$ cat src/rtl/square_root_seq.sv
// Sequential integer square root.
// Restoring, bit-serial: one root bit is decided per clock, MSB first.
// A start/done handshake wraps the datapath. Signed mode maps the result
// onto an N-bit two's-complement root range and flags overflow.
module square_root_seq #(
    parameter int N = 4
) (
    input  logic           clk,
    input  logic           rst_n,
    input  logic           start,
    input  logic [2*N-1:0] sq,
    input  logic           sign,
    output logic           busy,
    output logic           done,
    output logic [N-1:0]   root,
    output logic           exact,
    output logic           ovf
);

    localparam int IW = $clog2(N);

    // Largest square whose signed root (-2^(N-1)) is representable.
    localparam logic [2*N-1:0] T_SQ    = {2'b01, {(2*N-2){1'b0}}};
    localparam logic [N-1:0]   POS_MAX = {1'b0, {(N-1){1'b1}}};
    localparam logic [N-1:0]   NEG_MIN = {1'b1, {(N-1){1'b0}}};
    localparam logic [N-1:0]   ONE     = {{(N-1){1'b0}}, 1'b1};
    localparam logic [IW-1:0]  TOP_BIT = IW'(N-1);

    typedef enum logic [1:0] {
        IDLE = 2'd0,
        CALC = 2'd1,
        DONE = 2'd2
    } state_t;

    state_t          state_reg;
    logic [IW-1:0]   bit_reg;
    logic [2*N-1:0]  sq_reg;
    logic            sign_reg;
    logic [N-1:0]    work_reg;

    logic [N-1:0]    trial;
    logic [2*N-1:0]  trial_sq;
    logic [N-1:0]    work_next;
    logic [2*N-1:0]  final_sq;
    logic [N-1:0]    root_next;
    logic            exact_next;
    logic            ovf_next;

    // Trial step for the current bit plus the final output mapping; the
    // products are formed at full 2N width so they never truncate.
    always_comb begin
        trial      = work_reg | (ONE << bit_reg);
        trial_sq   = {{N{1'b0}}, trial} * {{N{1'b0}}, trial};
        work_next  = (trial_sq <= sq_reg) ? trial : work_reg;
        final_sq   = {{N{1'b0}}, work_next} * {{N{1'b0}}, work_next};
        root_next  = work_next;
        exact_next = (final_sq == sq_reg);
        ovf_next   = 1'b0;
        if (sign_reg) begin
            if (sq_reg == T_SQ) begin
                // Only representable signed root of T is the most negative value.
                root_next  = NEG_MIN;
                exact_next = 1'b1;
            end else if (sq_reg > T_SQ) begin
                root_next  = POS_MAX;
                exact_next = 1'b0;
                ovf_next   = 1'b1;
            end
        end
    end

    // Control FSM with registered handshake and result outputs.
    always_ff @(posedge clk or negedge rst_n) begin
        if (!rst_n) begin
            state_reg <= IDLE;
            bit_reg   <= TOP_BIT;
            sq_reg    <= '0;
            sign_reg  <= 1'b0;
            work_reg  <= '0;
            busy      <= 1'b0;
            done      <= 1'b0;
            root      <= '0;
            exact     <= 1'b0;
            ovf       <= 1'b0;
        end else begin
            done <= 1'b0;
            case (state_reg)
                IDLE: begin
                    if (start) begin
                        sq_reg    <= sq;
                        sign_reg  <= sign;
                        work_reg  <= '0;
                        bit_reg   <= TOP_BIT;
                        busy      <= 1'b1;
                        state_reg <= CALC;
                    end
                end
                CALC: begin
                    work_reg <= work_next;
                    if (bit_reg == '0) begin
                        state_reg <= DONE;
                        done      <= 1'b1;
                        root      <= root_next;
                        exact     <= exact_next;
                        ovf       <= ovf_next;
                    end else begin
                        bit_reg <= bit_reg - IW'(1);
                    end
                end
                DONE: begin
                    // start is deliberately ignored here.
                    busy      <= 1'b0;
                    state_reg <= IDLE;
                end
                default: begin
                    busy      <= 1'b0;
                    state_reg <= IDLE;
                end
            endcase
        end
    end

endmodule

$ cat config.mk
export PLATFORM = sky130hd
export DESIGN_NAME = square_root_seq
export DESIGN_NICKNAME = d
export VERILOG_FILES = /design/src/rtl/square_root_seq.sv
export SDC_FILE = /design/constraint.sdc
export NUM_CORES = 1
export LEC_CHECK = 0
export ABC_CLOCK_PERIOD_IN_PS = 13900
export BUFFER_PORTS_ARGS = -buffer_cell sky130_fd_sc_hd__clkbuf_2
export CORE_ASPECT_RATIO = 1.75
export CORE_MARGIN = 2
export CORE_UTILIZATION = 30
export DETAILED_ROUTE_END_ITERATION = 8
export SYNTH_ARGS = -nofsm -noshare
export SYNTH_HDL_FRONTEND = slang
export SYNTH_SLANG_ARGS = --single-unit
$ cat constraint.sdc
create_clock -name clk -period 13.9 [get_ports clk]
set_input_delay 0.695 -clock clk [delete_from_list [all_inputs] [get_ports clk]]
set_output_delay 0.695 -clock clk [all_outputs]
set_load 0.005 [all_outputs]
Word level (Yosys, flattened, before mapping)
Index checks and enable logic that the tools add are counted.
{"block": "totals", "input_bits": 12, "ff_bits": 25, "wordCells": 55, "out_inout_bits": 8}
{"block": "classes", "n_lt_le_gt_ge": 2, "shift": 1, "mul": 2, "muxes": 22, "reduce_logical": 9, "n_eq_ne": 6, "add_sub_neg": 1, "bitwise": 2}
{"op": "4-bit two-way mux", "n": 5}
{"op": "4-bit by 4-bit multiplier with 8-bit output", "n": 2}
{"op": "2-bit AND reduction", "n": 5}
{"op": "1-bit two-way mux", "n": 9}
{"op": "8-bit by 7-bit == test with 1-bit output, second input constant", "n": 1}
{"op": "8-bit == test", "n": 1}
{"op": "8-bit by 7-bit > comparator with 1-bit output, second input constant", "n": 1}
{"op": "8-bit less-or-equal comparator", "n": 1}
{"op": "2-bit two-way mux", "n": 4}
{"op": "2-bit one-hot mux with 2 select lines", "n": 2}
{"op": "4-bit one-hot mux with 2 select lines", "n": 1}
{"op": "2-bit != test, second input constant", "n": 3}
{"op": "2-bit zero test", "n": 2}
{"op": "4-bit bitwise OR", "n": 1}
{"op": "1-bit by 2-bit left shift with 4-bit output, first input constant", "n": 1}
{"op": "3-bit AND reduction", "n": 1}
{"op": "2-bit by 1-bit == test with 1-bit output, second input constant", "n": 1}
{"op": "1-bit one-hot mux with 2 select lines", "n": 1}
{"op": "2-bit nonzero test", "n": 1}
{"op": "2-bit by 1-bit subtractor with 2-bit output, second input constant", "n": 1}
{"op": "1-bit NOT", "n": 1}

Depth between registers and ports, before layout
{"block": "depth", "word_depth": 10, "mapped_depth": 26, "ltp_nobuf": 25}

Least setup slack after synthesis
Ideal clock, no wire load.
{"block": "synth_timing", "kind": "register to register", "from": "reg bit_reg[0]", "to": "reg exact", "setup_ns": 0.092, "t_required_ns": 13.808, "path_slack_ns": 8.433, "arrival_time_ns": 5.375, "stages_incl_launch_ff": 26, "path_buffers": 2, "cell_sequence": "dfstp_2 inv_1 ha_1 clkbuf_1 nor2_1 nor4_1 ha_1 a21o_1 a21oi_1 nor2_1 o32a_1 ha_1 and4_1 buf_6 a21boi_4 o21ai_1 a21oi_1 nor2_1 ha_1 nor2b_1 o21a_1 or3_1 a21oi_1 a32oi_1 or3_1 o31ai_2"}
{"block": "synth_between", "elab_chain_len": 10, "elab_cells_between_ends": 12, "classes_between": "mul: 2; order compare: 1; eq/ne: 1; shift: 1; mux: 4; bitwise: 1; reduce/logical: 2"}
{"element": "from (decl)", "line_no": "36", "text": "logic [IW-1:0] bit_reg;"}
{"element": "from (signal assigned)", "line_no": "107", "text": "bit_reg <= bit_reg - IW'(1);"}
{"element": "1-bit by 2-bit left shift with 4-bit output", "line_no": "52", "text": "trial = work_reg | (ONE << bit_reg);"}
{"element": "4-bit bitwise OR", "line_no": "52"}
{"element": "4-bit by 4-bit multiplier with 8-bit output", "line_no": "53", "text": "trial_sq = {{N{1'b0}}, trial} * {{N{1'b0}}, trial};"}
{"element": "8-bit less-or-equal comparator", "line_no": "54", "text": "work_next = (trial_sq <= sq_reg) ? trial : work_reg;"}
{"element": "4-bit two-way mux", "line_no": "54"}
{"element": "4-bit by 4-bit multiplier with 8-bit output", "line_no": "55", "text": "final_sq = {{N{1'b0}}, work_next} * {{N{1'b0}}, work_next};"}
{"element": "8-bit == test", "line_no": "57", "text": "exact_next = (final_sq == sq_reg);"}
{"element": "1-bit two-way mux", "line_no": "64", "text": "end else if (sq_reg > T_SQ) begin"}
{"element": "1-bit two-way mux", "line_no": "60", "text": "if (sq_reg == T_SQ) begin"}
{"element": "1-bit two-way mux", "line_no": "59", "text": "if (sign_reg) begin"}
{"element": "to (signal assigned)", "line_no": "104", "text": "exact <= exact_next;"}
{"element": "to (decl)", "line_no": "16", "text": "output logic exact,"}
Several ways; a longest one is shown, not always the timed one.
A chain may end at the register's enable or synchronous reset.

Worst setup path in the final report
Ends and elaborated chain as after synthesis.

==> impl_metrics.tcl <==
set metrics [dict create \
    cts_setup_buffers 0 \
    final_cells 312 \
    clk_pin_slew_ps 100 \
    cp_num_cells 23 \
    syn-instance-count 213 \
    port_buffers 19 \
    maxCapViolations 0 \
    htree_levels 1 \
    p_sw_frac 0.5102 \
    gp_congestion 0.8796 \
    filler_cell_count 651 \
    utilization 0.3511 \
    rr_worst_depth 23 \
    fin_worst_skew_ps 2.003 \
    timing.final.ws_setup_ps 7836 \
    yosysSeqAreaShare 0.3427 \
    overflow 0 \
    vias_per_cell 5.000 \
    rsz0062_at_grt "no" \
    yosys_warnings 0 \
    cts_max_path_buffers 2 \
    die_h_um 107.4 \
    fin_nets 267 \
    final_common_cell "nor2_1" \
    p_seq_frac 0.254 \
    num_rows 37 \
    drtIter0Drc 50 \
    path_buf_inv 1 \
    p_comb_frac 0.664 \
    finalCriticalPeriod_ps 6064 \
    regArea_um2 628.1 \
    yosysUniqueCellTypes 41 \
    end_kind "flip-flop" \
    grt_pass1_vias 1680 \
    multi_input_area_um2 1126 \
    vias 1560 \
    leakage_nw 0.9540 \
    status "completed" \
    synth_area_um2 1833 \
    cts_sinks 25 \
    holdCritPathClass "primary input to async pin" \
    area_delta_synth_final_pct 12.63 \
    p_int_w 0.0002826 \
    clockRootBuffer "clkbuf_8" \
    layout_common_cells "nor2_1 (34), dfrtp_1 (23), a21oi_1 (20)" \
    use_met1 0.1358 \
    required_ps 14090 \
    wire_per_inst_um 13.79 \
    start_kind "flip-flop" \
    synth_nets 245 \
    drt_first_pass_iters 4 \
    ioPinCount 20 \
    cpMostUsedCell "ha_1" \
    fin_setup_tns_ps 0 \
    synth_seq_cells 25 \
    powerDensity_nw_per_um2 279.4 \
    pre_cts_slack_ps 7891 \
    clkPwrFrac 0.082 \
    p_sw_w 0.0002944 \
    crit_arrival_ps 6260 \
    grt_usage 0.1395 \
    tightest_slew_ps 629.1 \
    worstPathMaxFanout 10 \
    worstPathCellList "inv_1 > ha_1 > nor2_1 > nor4_1 > ha_1 > a21o_1 > a21oi_1 > nor2_1 > o32a_1 > ha_1 > and4_1 > a21boi_4 > o21ai_1 > a21oi_1 > nor2_1 > ha_1 > nor2b_1 > o21a_1 > or3_1 > a21oi_1 > a32oi_1 > or3_1 > o31ai_2" \
    hold_viol 0 \
    crit_family "compound AO/OA/AOI/OAI gates" \
    met2_usage 0.2675 \
    cts_buffers 3 \
    start_util 0.3118 \
    cpPeakStageDelay_ps 470 \
    dpl.hpwl_um 3541 \
    crit_type "flip-flop to flip-flop" \
    grt_max_degree 26 \
    wl_um 4302 \
    slowest_stage "nor4_1" \
    max_slew_margin 0.5806 \
    drive_above_1_share 0.1581 \
    final_antenna_net_count 0 \
    clk_latency_ps 270 \
    vdd_drop_max_mv 0.06534 \
    cts_tree "built" \
    max_freq_ghz 0.1649 \
    grt_antenna_before_repair 0 \
    largest_register_ffs 8 \
    use_met3 0.01569 \
    stdcell_area_um2 2064 \
    die_w_um 63.09 \
    placed_area_um2 2014 \
    top_usage_layer "met2" \
    cts_hold_buf 0 \
    placedCellCount 308 \
    ctsResizeCount 0 \
    finalMaxSlewViolations 0 \
    grt_pass1_wl_um 7548 \
    die_area_um2 6776 \
    setup_viol 0 \
    drc 0 \
    core_area_um2 5879 \
    fin_crit_sh 0.4363 \
    syn_avg_cell_area_um2 8.606 \
    n_antenna_cell 0 \
]
-- power groups by stage --
| stage | clock, W | combinational, W | sequential, W |
|---|---|---|---|
| after floorplan | 0 | 0.000305 | 0.000135 |
| after global placement | 0 | 0.000382 | 0.000147 |
| after detailed placement | 0 | 0.000385 | 0.000148 |
| after CTS | 0.0000487 | 0.000387 | 0.000147 |
| after global routing | 0.0000513 | 0.000441 | 0.000151 |
| final | 0.0000472 | 0.000383 | 0.000146 |
-- layout make-up --
cell class	instances	area share
tap	78	0.04727
clock inverter	1	0.004242
multi-input combinational	169	0.5455
inverter	16	0.02909
clock buffer	3	0.02000
timing repair buffer	20	0.04970
sequential	25	0.3042
-- synth_stat cells (all sizes together) --
library cell	count	area, µm²
a211oi	1	12.51
a21boi	1	18.77
a21o	3	22.52
a21oi	20	100.1
a22o	1	8.760
a311oi	1	8.760
a31o	1	8.760
a31oi	4	25.02
a32oi	1	8.760
and4	1	8.760
and4b	1	10.01
buf	1	11.26
clkbuf	2	7.510
dfrtp	23	575.6
dfstp	2	52.55
fa	2	40.04
ha	18	225.2
inv	16	60.06
mux2	3	33.78
mux2i	1	10.01
nand2	19	71.32
nand2b	1	6.260
nand3	3	15.01
nand4bb	1	11.26
nor2	34	127.6
nor2b	2	12.51
nor3	8	40.04
nor4	3	18.77
nor4b	1	15.01
o211ai	5	37.54
o21a	1	7.510
o21ai	17	96.34
o31ai	1	12.51
o32a	1	10.01
or2	1	6.260
or3	3	18.77
or4	1	7.510
xnor2	5	43.79
xor2	3	26.28
-- metrics by stage --
stage	hold slack, ps	total power [W]
finish	415.1	0.0005769
global route	460.1	0.0006433
floorplan	399.4	0.0004407
global placement	483.4	0.0005289
CTS	432.2	0.0005819
detailed placement	490.0	0.0005333
-- worst paths after layout --
path                                         from  slack, ps                    end
max                        bit_reg[0]$_DFFE_PN1P_       7840      exact$_DFFE_PN0P_
max reg2reg                bit_reg[0]$_DFFE_PN1P_       7840      exact$_DFFE_PN0P_
min reg2reg                       ovf$_DFFE_PN0P_        500        ovf$_DFFE_PN0P_
max in group asynchronous                   rst_n      13080      exact$_DFFE_PN0P_
min                                         rst_n        420  sq_reg[4]$_DFFE_PN0P_
min in group clk                  ovf$_DFFE_PN0P_        500        ovf$_DFFE_PN0P_
-- cell families (layout without fill, tap and decap cells) --
family / count (synthesis) / in the layout / share of synthesized area
adders and majority gates: 20 / 20 / 0.1447
buffers and inverters: 19 / 40 / 0.04301
xor gates and xnor gates: 8 / 8 / 0.03823
DFF: 25 / 25 / 0.3427
AOI/OAI and AO/OA: 58 / 58 / 0.2061
and+or+nand+nor: 79 / 79 / 0.2014
muxes: 4 / 4 / 0.02389
-- per-layer routing --
layer / vias up / wire, µm / share of wire
li1: 799 / - / -
met1: 711 / 1604 / 0.37
met2: 32 / 2341 / 0.54
met3: 18 / 86 / 0.020
met4: 0 / 270 / 0.063
met5: - / 0 / 0
Note: power is estimated with default switching activity, not from simulation.
